File: src/rtl/a51_pkg.sv
// a51_pkg: shared A5/1 constants (register geometry, taps, clock bits, burst sizing) and FSM state type.
// The ST_UP state is only present when A51_UPLINK_EN is defined.
package a51_pkg;

  localparam int MIXCYCLES = 100;
  localparam int BURSTLEN  = 114;
  localparam int CNT_W     = 8;

  localparam int R1_LEN = 19;
  localparam int R2_LEN = 22;
  localparam int R3_LEN = 23;

  localparam logic [R1_LEN-1:0] R1_TAPS = 19'h72000;
  localparam logic [R2_LEN-1:0] R2_TAPS = 22'h300000;
  localparam logic [R3_LEN-1:0] R3_TAPS = 23'h700080;

  localparam int R1_CLK = 8;
  localparam int R2_CLK = 10;
  localparam int R3_CLK = 10;

  typedef enum logic [2:0] {
    ST_IDLE  = 3'd0,
    ST_KEY   = 3'd1,
    ST_FRAME = 3'd2,
    ST_MIX   = 3'd3,
    ST_DOWN  = 3'd4,
`ifdef A51_UPLINK_EN
    ST_UP    = 3'd5,
`endif
    ST_DONE  = 3'd6
  } state_e;

  function automatic logic maj3(input logic a, input logic b, input logic c);
    return (a & b) | (a & c) | (b & c);
  endfunction

endpackage

File: src/rtl/a51_lfsr.sv
// a51_lfsr: one A5/1 shift register; shifts left with tap-parity (plus load_bit) into bit 0.
// msb reports the top bit the register will hold after this cycle, so keystream can be registered same-cycle.
module a51_lfsr #(
  parameter int            LEN     = 19,
  parameter logic [LEN-1:0] TAPS   = '0,
  parameter int            CLK_POS = 8
) (
  input  logic clock,
  input  logic reset,
  input  logic clear,
  input  logic load_bit,
  input  logic force_clk,
  input  logic maj_clk,
  output logic msb,
  output logic clk_bit
);

  logic [LEN-1:0] reg_q;
  logic [LEN-1:0] reg_d;
  logic           shift_s;

  // Next register contents: clear, shift with feedback, or hold.
  always_comb begin
    shift_s = force_clk | maj_clk;
    if (clear) begin
      reg_d = '0;
    end else if (shift_s) begin
      reg_d = {reg_q[LEN-2:0], (^(reg_q & TAPS)) ^ load_bit};
    end else begin
      reg_d = reg_q;
    end
  end

  // Register state.
  always_ff @(posedge clock or negedge reset) begin
    if (!reset) begin
      reg_q <= '0;
    end else begin
      reg_q <= reg_d;
    end
  end

  assign msb     = shift_s ? reg_q[LEN-2] : reg_q[LEN-1];
  assign clk_bit = reg_q[CLK_POS];

endmodule

File: src/rtl/a51_burst_cipher.sv
// a51_burst_cipher: A5/1 key/frame load, 100-cycle majority mix, then XOR of a serial burst with keystream.
// Define A51_UPLINK_EN to append a 114-bit uplink half (dir=1) after the downlink half.
module a51_burst_cipher
  import a51_pkg::*;
#(
  parameter int KEYLEN      = 64,
  parameter int FRAMENUMLEN = 22
) (
  input  logic                   clock,
  input  logic                   reset,
  input  logic                   start,
  input  logic [KEYLEN-1:0]      key,
  input  logic [FRAMENUMLEN-1:0] frame,
  output logic                   busy,
  input  logic                   in_valid,
  input  logic                   in_bit,
  output logic                   in_ready,
  output logic                   out_valid,
  output logic                   out_bit,
  output logic                   dir,
  output logic                   done
);

  localparam int KEY_IW = $clog2(KEYLEN);
  localparam int FR_IW  = $clog2(FRAMENUMLEN);

  state_e                 state_q, state_d;
  logic [CNT_W-1:0]       cnt_q, cnt_d;
  logic [KEYLEN-1:0]      key_q, key_d;
  logic [FRAMENUMLEN-1:0] frame_q, frame_d;

  logic busy_q, busy_d;
  logic in_ready_q, in_ready_d;
  logic out_valid_q, out_valid_d;
  logic out_bit_q, out_bit_d;
  logic dir_q, dir_d;
  logic done_q, done_d;

  logic accept_s, stream_s, step_s, maj_s;
  logic clear_s, force_s, load_s;
  logic c1_s, c2_s, c3_s, m1_s, m2_s, m3_s;
  logic mclk1_s, mclk2_s, mclk3_s;

  assign accept_s = in_valid & in_ready_q;

  // State, counter and latched key/frame registers.
  always_ff @(posedge clock or negedge reset) begin
    if (!reset) begin
      state_q <= ST_IDLE;
      cnt_q   <= '0;
      key_q   <= '0;
      frame_q <= '0;
    end else begin
      state_q <= state_d;
      cnt_q   <= cnt_d;
      key_q   <= key_d;
      frame_q <= frame_d;
    end
  end

  // Next-state and phase counter.
  always_comb begin
    state_d = state_q;
    cnt_d   = cnt_q;
    key_d   = key_q;
    frame_d = frame_q;
    case (state_q)
      ST_IDLE: begin
        if (start) begin
          key_d   = key;
          frame_d = frame;
          cnt_d   = '0;
          state_d = ST_KEY;
        end else begin
          cnt_d = '0;
        end
      end
      ST_KEY: begin
        if (cnt_q == CNT_W'(KEYLEN - 1)) begin
          cnt_d   = '0;
          state_d = ST_FRAME;
        end else begin
          cnt_d = cnt_q + CNT_W'(1);
        end
      end
      ST_FRAME: begin
        if (cnt_q == CNT_W'(FRAMENUMLEN - 1)) begin
          cnt_d   = '0;
          state_d = ST_MIX;
        end else begin
          cnt_d = cnt_q + CNT_W'(1);
        end
      end
      ST_MIX: begin
        if (cnt_q == CNT_W'(MIXCYCLES - 1)) begin
          cnt_d   = '0;
          state_d = ST_DOWN;
        end else begin
          cnt_d = cnt_q + CNT_W'(1);
        end
      end
      ST_DOWN: begin
        if (accept_s && (cnt_q == CNT_W'(BURSTLEN - 1))) begin
          cnt_d = '0;
`ifdef A51_UPLINK_EN
          state_d = ST_UP;
`else
          state_d = ST_DONE;
`endif
        end else if (accept_s) begin
          cnt_d = cnt_q + CNT_W'(1);
        end else begin
          cnt_d = cnt_q;
        end
      end
`ifdef A51_UPLINK_EN
      ST_UP: begin
        if (accept_s && (cnt_q == CNT_W'(BURSTLEN - 1))) begin
          cnt_d   = '0;
          state_d = ST_DONE;
        end else if (accept_s) begin
          cnt_d = cnt_q + CNT_W'(1);
        end else begin
          cnt_d = cnt_q;
        end
      end
`endif
      ST_DONE: begin
        state_d = ST_IDLE;
      end
      default: begin
        state_d = ST_IDLE;
        cnt_d   = '0;
      end
    endcase
  end

  // Register clocking controls, keystream XOR and next output values.
  always_comb begin
    clear_s  = (state_q == ST_IDLE) && start;
    force_s  = (state_q == ST_KEY) || (state_q == ST_FRAME);
`ifdef A51_UPLINK_EN
    stream_s = (state_q == ST_DOWN) || (state_q == ST_UP);
`else
    stream_s = (state_q == ST_DOWN);
`endif
    if (state_q == ST_KEY) begin
      load_s = key_q[cnt_q[KEY_IW-1:0]];
    end else if (state_q == ST_FRAME) begin
      load_s = frame_q[cnt_q[FR_IW-1:0]];
    end else begin
      load_s = 1'b0;
    end
    step_s  = (state_q == ST_MIX) || (stream_s && accept_s);
    maj_s   = maj3(c1_s, c2_s, c3_s);
    mclk1_s = step_s && (c1_s == maj_s);
    mclk2_s = step_s && (c2_s == maj_s);
    mclk3_s = step_s && (c3_s == maj_s);

    out_valid_d = stream_s && accept_s;
    out_bit_d   = out_valid_d ? (in_bit ^ m1_s ^ m2_s ^ m3_s) : 1'b0;
`ifdef A51_UPLINK_EN
    dir_d      = out_valid_d && (state_q == ST_UP);
    in_ready_d = (state_d == ST_DOWN) || (state_d == ST_UP);
`else
    dir_d      = 1'b0;
    in_ready_d = (state_d == ST_DOWN);
`endif
    busy_d = (state_d != ST_IDLE);
    done_d = (state_q == ST_DONE);
  end

  // Registered outputs.
  always_ff @(posedge clock or negedge reset) begin
    if (!reset) begin
      busy_q      <= 1'b0;
      in_ready_q  <= 1'b0;
      out_valid_q <= 1'b0;
      out_bit_q   <= 1'b0;
      dir_q       <= 1'b0;
      done_q      <= 1'b0;
    end else begin
      busy_q      <= busy_d;
      in_ready_q  <= in_ready_d;
      out_valid_q <= out_valid_d;
      out_bit_q   <= out_bit_d;
      dir_q       <= dir_d;
      done_q      <= done_d;
    end
  end

  assign busy      = busy_q;
  assign in_ready  = in_ready_q;
  assign out_valid = out_valid_q;
  assign out_bit   = out_bit_q;
  assign dir       = dir_q;
  assign done      = done_q;

  a51_lfsr #(.LEN(R1_LEN), .TAPS(R1_TAPS), .CLK_POS(R1_CLK)) u_r1 (
    .clock(clock), .reset(reset), .clear(clear_s), .load_bit(load_s),
    .force_clk(force_s), .maj_clk(mclk1_s), .msb(m1_s), .clk_bit(c1_s)
  );

  a51_lfsr #(.LEN(R2_LEN), .TAPS(R2_TAPS), .CLK_POS(R2_CLK)) u_r2 (
    .clock(clock), .reset(reset), .clear(clear_s), .load_bit(load_s),
    .force_clk(force_s), .maj_clk(mclk2_s), .msb(m2_s), .clk_bit(c2_s)
  );

  a51_lfsr #(.LEN(R3_LEN), .TAPS(R3_TAPS), .CLK_POS(R3_CLK)) u_r3 (
    .clock(clock), .reset(reset), .clear(clear_s), .load_bit(load_s),
    .force_clk(force_s), .maj_clk(mclk3_s), .msb(m3_s), .clk_bit(c3_s)
  );

endmodule

File: config.mk
export PLATFORM = sky130hd
export DESIGN_NAME = a51_burst_cipher
export DESIGN_NICKNAME = d
export VERILOG_FILES = /design/src/rtl/a51_pkg.sv /design/src/rtl/a51_lfsr.sv /design/src/rtl/a51_burst_cipher.sv
export SDC_FILE = /design/constraint.sdc
export NUM_CORES = 1
export LEC_CHECK = 0
export CORE_ASPECT_RATIO = 0.75
export CORE_MARGIN = 4
export CORE_UTILIZATION = 40
export CTS_BUF_LIST = sky130_fd_sc_hd__clkbuf_16
export DETAILED_ROUTE_END_ITERATION = 8
export GPL_TIMING_DRIVEN = 0
export SETUP_SLACK_MARGIN = 0.3
export SLEW_MARGIN = 30
export SYNTH_ARGS = -nofsm -noshare
export SYNTH_HDL_FRONTEND = slang
export SYNTH_SLANG_ARGS = --single-unit
File: constraint.sdc
create_clock -name clock -period 7 [get_ports clock]
set_input_delay 1.4 -clock clock [delete_from_list [all_inputs] [get_ports clock]]
set_output_delay 1.4 -clock clock [all_outputs]
set_load 0.01 [all_outputs]
Word level (Yosys, flattened, before mapping)
Cells that the tools add are included.
Word-level totals
  output and inout bits: 6
  register bits: 166
  input bits: 91
Cells by class
  equality and inequality tests: 14
  add/sub/neg operators: 1
  bitwise gates (word level): 16
  reduce and logical (&&, ||, !) cells: 18
  magnitude comparators: 2
  mux-type cells: 28
Operators with widths (count)
  $mux 23: 2
  $mux 22: 2
  $mux 8: 5
  $pmux 8 s5: 1
  $mux 19: 2
  $reduce_xor 23->1: 1
  $reduce_xor 22->1: 1
  $reduce_xor 19->1: 1
  $eq 8x7->1 const B: 2
  $mux 3: 5
  $pmux 3 s5: 1
  $eq 3x3->1 const B: 3
  $add 8x1->8 const B: 1
  $eq 8x5->1 const B: 1
  $eq 8x6->1 const B: 1
  $mux 1: 8
  $lt 6x7->1 const B: 1
  $bmux 1 s6: 1
  $eq 3x2->1 const B: 2
  $logic_and 1x1->1: 6
  $lt 5x6->1 const B: 1
  $reduce_bool 2->1: 3
  $xor 1x1->1: 6
  $bmux 1 s5: 1
  10 further kinds: 21

Logic depth before layout (Yosys ltp)
  word-level depth: 11
  gate-level depth with buffers: 11
  gate-level depth less buffers: 9

Hierarchy
A second synthesis with hierarchy kept.
Unflattened totals
  cells, all modules: 514
  area total of the unflattened synthesis: 7409.6 µm²
By module, submodules not included
  a51_burst_cipher: sequential area each 2552.4 µm², cells an instance 356, times used 1, area an instance 4971.0 µm²
  a51_lfsr (u_r3): sequential area each 575.6 µm², cells an instance 57, times used 1, area an instance 864.6 µm²
  a51_lfsr (u_r2): sequential area each 550.5 µm², cells an instance 54, times used 1, area an instance 833.3 µm²
  a51_lfsr (u_r1): sequential area each 475.5 µm², cells an instance 47, times used 1, area an instance 740.7 µm²

Least setup slack after synthesis
OpenSTA, ideal clock, no wires.
  path kind: in2reg
  start point: in in_valid
  end point: reg cnt_q[6]
  buffers on the path: 0
  arrival: 2.755 ns
  setup slack: 4.123 ns
  required time: 6.878 ns
  stages: 6
  library setup time: 0.122 ns
  cells stage by stage: nand2_1 or4_1 a2bb2oi_1 a2bb2oi_1 inv_1 a32o_1
Between the ends
  cells in the longest elaborated chain, start to end: 4
  elaborated cells on any way between the ends: 6
  classes of those cells: 1 x eq/ne; 2 x mux; 1 x bitwise; 2 x reduce/logical
RTL lines
  from (decl): RTL line a51_burst_cipher.sv:15  | input logic in_valid,
  $and 1x1->1 (*): RTL line a51_burst_cipher.sv:44  | assign accept_s = in_valid & in_ready_q;
  $logic_and 1x1->1: RTL line a51_burst_cipher.sv:103  | if (accept_s && (cnt_q == CNT_W'(BURSTLEN - 1))) begin
  $mux 8 / $ne 3x2->1 (equally long branches)
  $pmux 8 s5 / $reduce_and 2->1 (equally long branches)
  to (signal assigned): RTL line a51_burst_cipher.sv:55  | cnt_q <= cnt_d;
  to (decl): RTL line a51_burst_cipher.sv:28  | logic [CNT_W-1:0] cnt_q, cnt_d;
Every way passes the cells marked *; elsewhere a longest branch is shown, timed or not.
A chain may end at the register's enable or synchronous reset.

Worst setup path after layout
  start point: in start
  end point: reg frame_q[1]
Between the ends
  cells in the longest elaborated chain, start to end: 1
RTL lines
  from (decl): RTL line a51_burst_cipher.sv:11  | input logic start,
  $reduce_and 2->1 (no line)
  to (signal assigned): RTL line a51_burst_cipher.sv:57  | frame_q <= frame_d;
  to (decl): RTL line a51_burst_cipher.sv:30  | logic [FRAMENUMLEN-1:0] frame_q, frame_d;
No other way between the ends.

==> flow_summary.toml <==
[die]
initial_core_util_pct = 40.9
fp.dieH_um = 127
die_w_um = 167
rows = 43
core_sq_um = 18600
pin_count = 97
dieArea_sq_um = 21300

[worst_setup_path]
endpoint = "frame_q[1]"
cp.arrival_ns = 3.79
critPathKind = "in -> reg"
crit_fanout = 10
rrSetupSlack_ns = 3.84
startpoint = "start"
r2r_start = "cnt_q[1]"
crit_required_ns = 7.36
start_kind = "primary input"
r2r-end = "cnt_q[0]"
endpoint_kind = "flip-flop"
reg2regPathDepth = 11

[global_route]
use_met3_pct = 4.14
grt.busiest_layer = "met1"
grtUsageTotal_pct = 17.8
grt_pass1_vias = 5832
grt_pass1_wl_mm = 30.4
grt_use_met1_pct = 27.9
antenna_found_initial = 0
overflow = 0
gr-usage-met2_pct = 24.5
grt_max_degree = 77

[synthesis]
ys.flop_type = "dfrtp_1"
syn_area_per_cell_sq_um = 9.06
synth_top_cell_by_area = "dfrtp_1"
synth_area_sq_um = 7600
yosysWarnings = 0
synth_seq_cells = 166
yosysTopAreaCellShare_pct = 54.7
synth_area_leaders = "dfrtp_1, nand2_1, o21ai_0, mux2i_1, mux4_1"
synth.yosys.seq_area_share_pct = 54.7
synth_cell_types = 55
synth_nets = 931
synth-edff-count = 0
async_flop_share_pct = 100
syn-instance-count = 838

[drt]
drt_iter0_markers = 478
wirelength_mm = 18.0
vias = 5942
viasPerCell = 4.90
wl_per_cell_um = 14.9
antenna_left = 0
drc = 0
first_pass_iters = 5

[final_layout]
final_core_util_pct = 51.4
area_delta_synth_final_pct = 25.5
fin_cells = 1212
fin_nets = 1047
fillers = 1763
drive_gt1_share_pct = 5.91
antennaDiodeCount = 0

[cts]
clk_pin_slew_ns = 0.06
clock-sinks = 166
htreeDepth = 4
clockBufferDepth = 2
cts_resized = 0
postCtsHoldBufs = 0
post-cts-setup-buffers = 0
cts_buffers = 17
root_buffer = "clkbuf_16"
clock_latency_ns = 0.42
cts_tree = "done"

[timing]
worst_hold_slack_ns = 0.468
fin_crit_sh_pct = 49.1
maxSlewHeadroom_pct = 47.9
setup_viol = 0
tightest_slew_ns = 0.781
slew_violations = 0
max_freq_ghz = 0.291
period_needed_ns = 3.44
finClkSkew_ns = 0.00921
setup_slack_ns = 3.56
rsz0062_at_grt = "no"
hold_viol = 0

[power_and_ir_drop]
cellPowerDensity_nw_per_um2 = 212
switching_power_uw = 395
p_leak_uw = 0.00452
internal_power_uw = 1630
swShare_pct = 19.5
peakVddDrop_mv = 0.126
p_comb_share_pct = 3.7
clkPwrFrac_pct = 48.9
p_seq_share_pct = 47.4

[place]
post-place-ws_ns = 3.15
place_inst = 1182
gp_congestion = 0.870
dp_hpwl_mm = 12.8
io_buffers = 95

[status]
outcome = "completed"

[hold_path]
hold_class = "reg -> reg"

[job]
cap_violations = 0
-- cell usage in the layout, fill, tap and decap left out, types with 2 or more instances in the layout --
master	instances
nand3b_1	4
a31o_2	3
and2_1	2
nor4_1	3
nand3_1	6
a22oi_1	2
nand2b_1	4
mux4_1	7
a2bb2oi_1	2
nor3_1	3
ha_1	2
a31oi_1	4
clkinv_2	2
o41ai_1	2
bufinv_16	5
nor2b_1	5
xnor2_1	13
clkdlybuf4s50_1	94
mux2_2	2
inv_1	12
buf_1	4
buf_16	2
nor2_1	15
o211ai_1	2
clkbuf_16	17
buf_2	7
a211oi_1	2
a21oi_1	9
clkbuf_1	40
o31ai_1	2
or3b_2	3
nand2_1	395
mux4_2	8
o21ai_0	67
mux2i_1	19
and3_1	3
dfrtp_1	166
-- layout make-up --
type                       instances  area, sq um  share of cell area (%)
sequential                       166         4150                    43.6
inverter                          10         37.5                   0.394
clock inverter                    13          191                    2.01
tap                              247          309                    3.24
multi-input combinational        608         3170                    33.2
buffer                            54          239                    2.51
clock buffer                      17          425                    4.46
timing repair buffer              97         1010                    10.6
-- cell usage after synthesis, drive strengths merged (2+ instances only) --
master   count
xnor2       13
a31o         3
clkbuf      40
o211ai       2
nand2      395
nor3         3
and2         2
nor2b        5
and3         3
nand3        6
or3b         3
a22oi        2
nor4         3
o21ai       67
ha           2
a211oi       2
a2bb2oi      2
mux2i       19
mux4        15
mux2         2
inv         10
nor2        15
a31oi        4
buf         14
nand2b       4
nand3b       4
a21oi        9
o41ai        2
dfrtp      166
o31ai        2
-- worst max-delay path: stages --
cell and delay, ns:
clkdlybuf4s50_1 0.50, and3_1 0.16, clkbuf_1 0.59, clkbuf_1 0.53
buf_1 0.37, nand2_1 0.16, nand2_1 0.08
-- state kept, by name, summed over array words and instances (netlist names) --
signal      flops
busy            1
cnt_q           8
done            1
frame_q        22
in_ready        1
key_q          64
out_bit         1
out_valid       1
state_q         3
u_r1.reg_q     19
u_r2.reg_q     22
u_r3.reg_q     23
-- metrics by stage --
| step | total power, uW | setup TNS (ns) | area [sq um] |
|---|---|---|---|
| finish | 2030 | 0 | 9530 |
| floorplan | 979 | 0 | 7600 |
| CTS | 2050 | 0 | 9530 |
| global placement | 1050 | -390.76 | 8860 |
| global route | 2100 | 0 | 9530 |
| detailed placement | 1050 | 0 | 8920 |
-- per-layer routing --
metal  vias to the layer above  share of wire [%]
li1                       2966                  -
met1                      2809                 52
met2                       147                 41
met3                        20                5.1
met4                         0                1.4
met5                         -                  0
-- power groups by stage --
stage / Combinational (uW) / Clock, uW / Sequential [uW]
4_1_cts: 76.9 / 1010 / 959
6_report: 74.8 / 991 / 960
5_1_grt: 82.5 / 1060 / 959
2_1_floorplan: 1.68 / 0 / 977
3_5_place_dp: 76.4 / 0 / 977
3_3_place_gp: 72.4 / 0 / 978
-- logic make-up (layout without fill, tap and decap cells) --
family | Yosys count | in the layout | share of synthesized area (%)
flip-flops | 166 | 166 | 54.7
multiplexers | 36 | 36 | 7.59
AO/OA/AOI/OAI | 106 | 106 | 8.43
AND/OR/NAND/NOR | 449 | 449 | 23.7
buffers and inverters | 64 | 191 | 3.64
adder cells (fa/ha/maj) | 2 | 2 | 0.329
other | 1 | 1 | 0.0494
XOR/XNOR | 14 | 14 | 1.61
-- how the worst min path moves through the flow --
stage	start	end	depth (start not counted)
finish	key_q[42]	key_q[42]	2
global route	key_q[55]	key_q[55]	2
CTS	key_q[42]	key_q[42]	2
detailed placement	key_q[55]	key_q[55]	2
global placement	key_q[53]	key_q[53]	2
floorplan	key_q[13]	key_q[13]	2
Power figures use the tool's default switching activity.
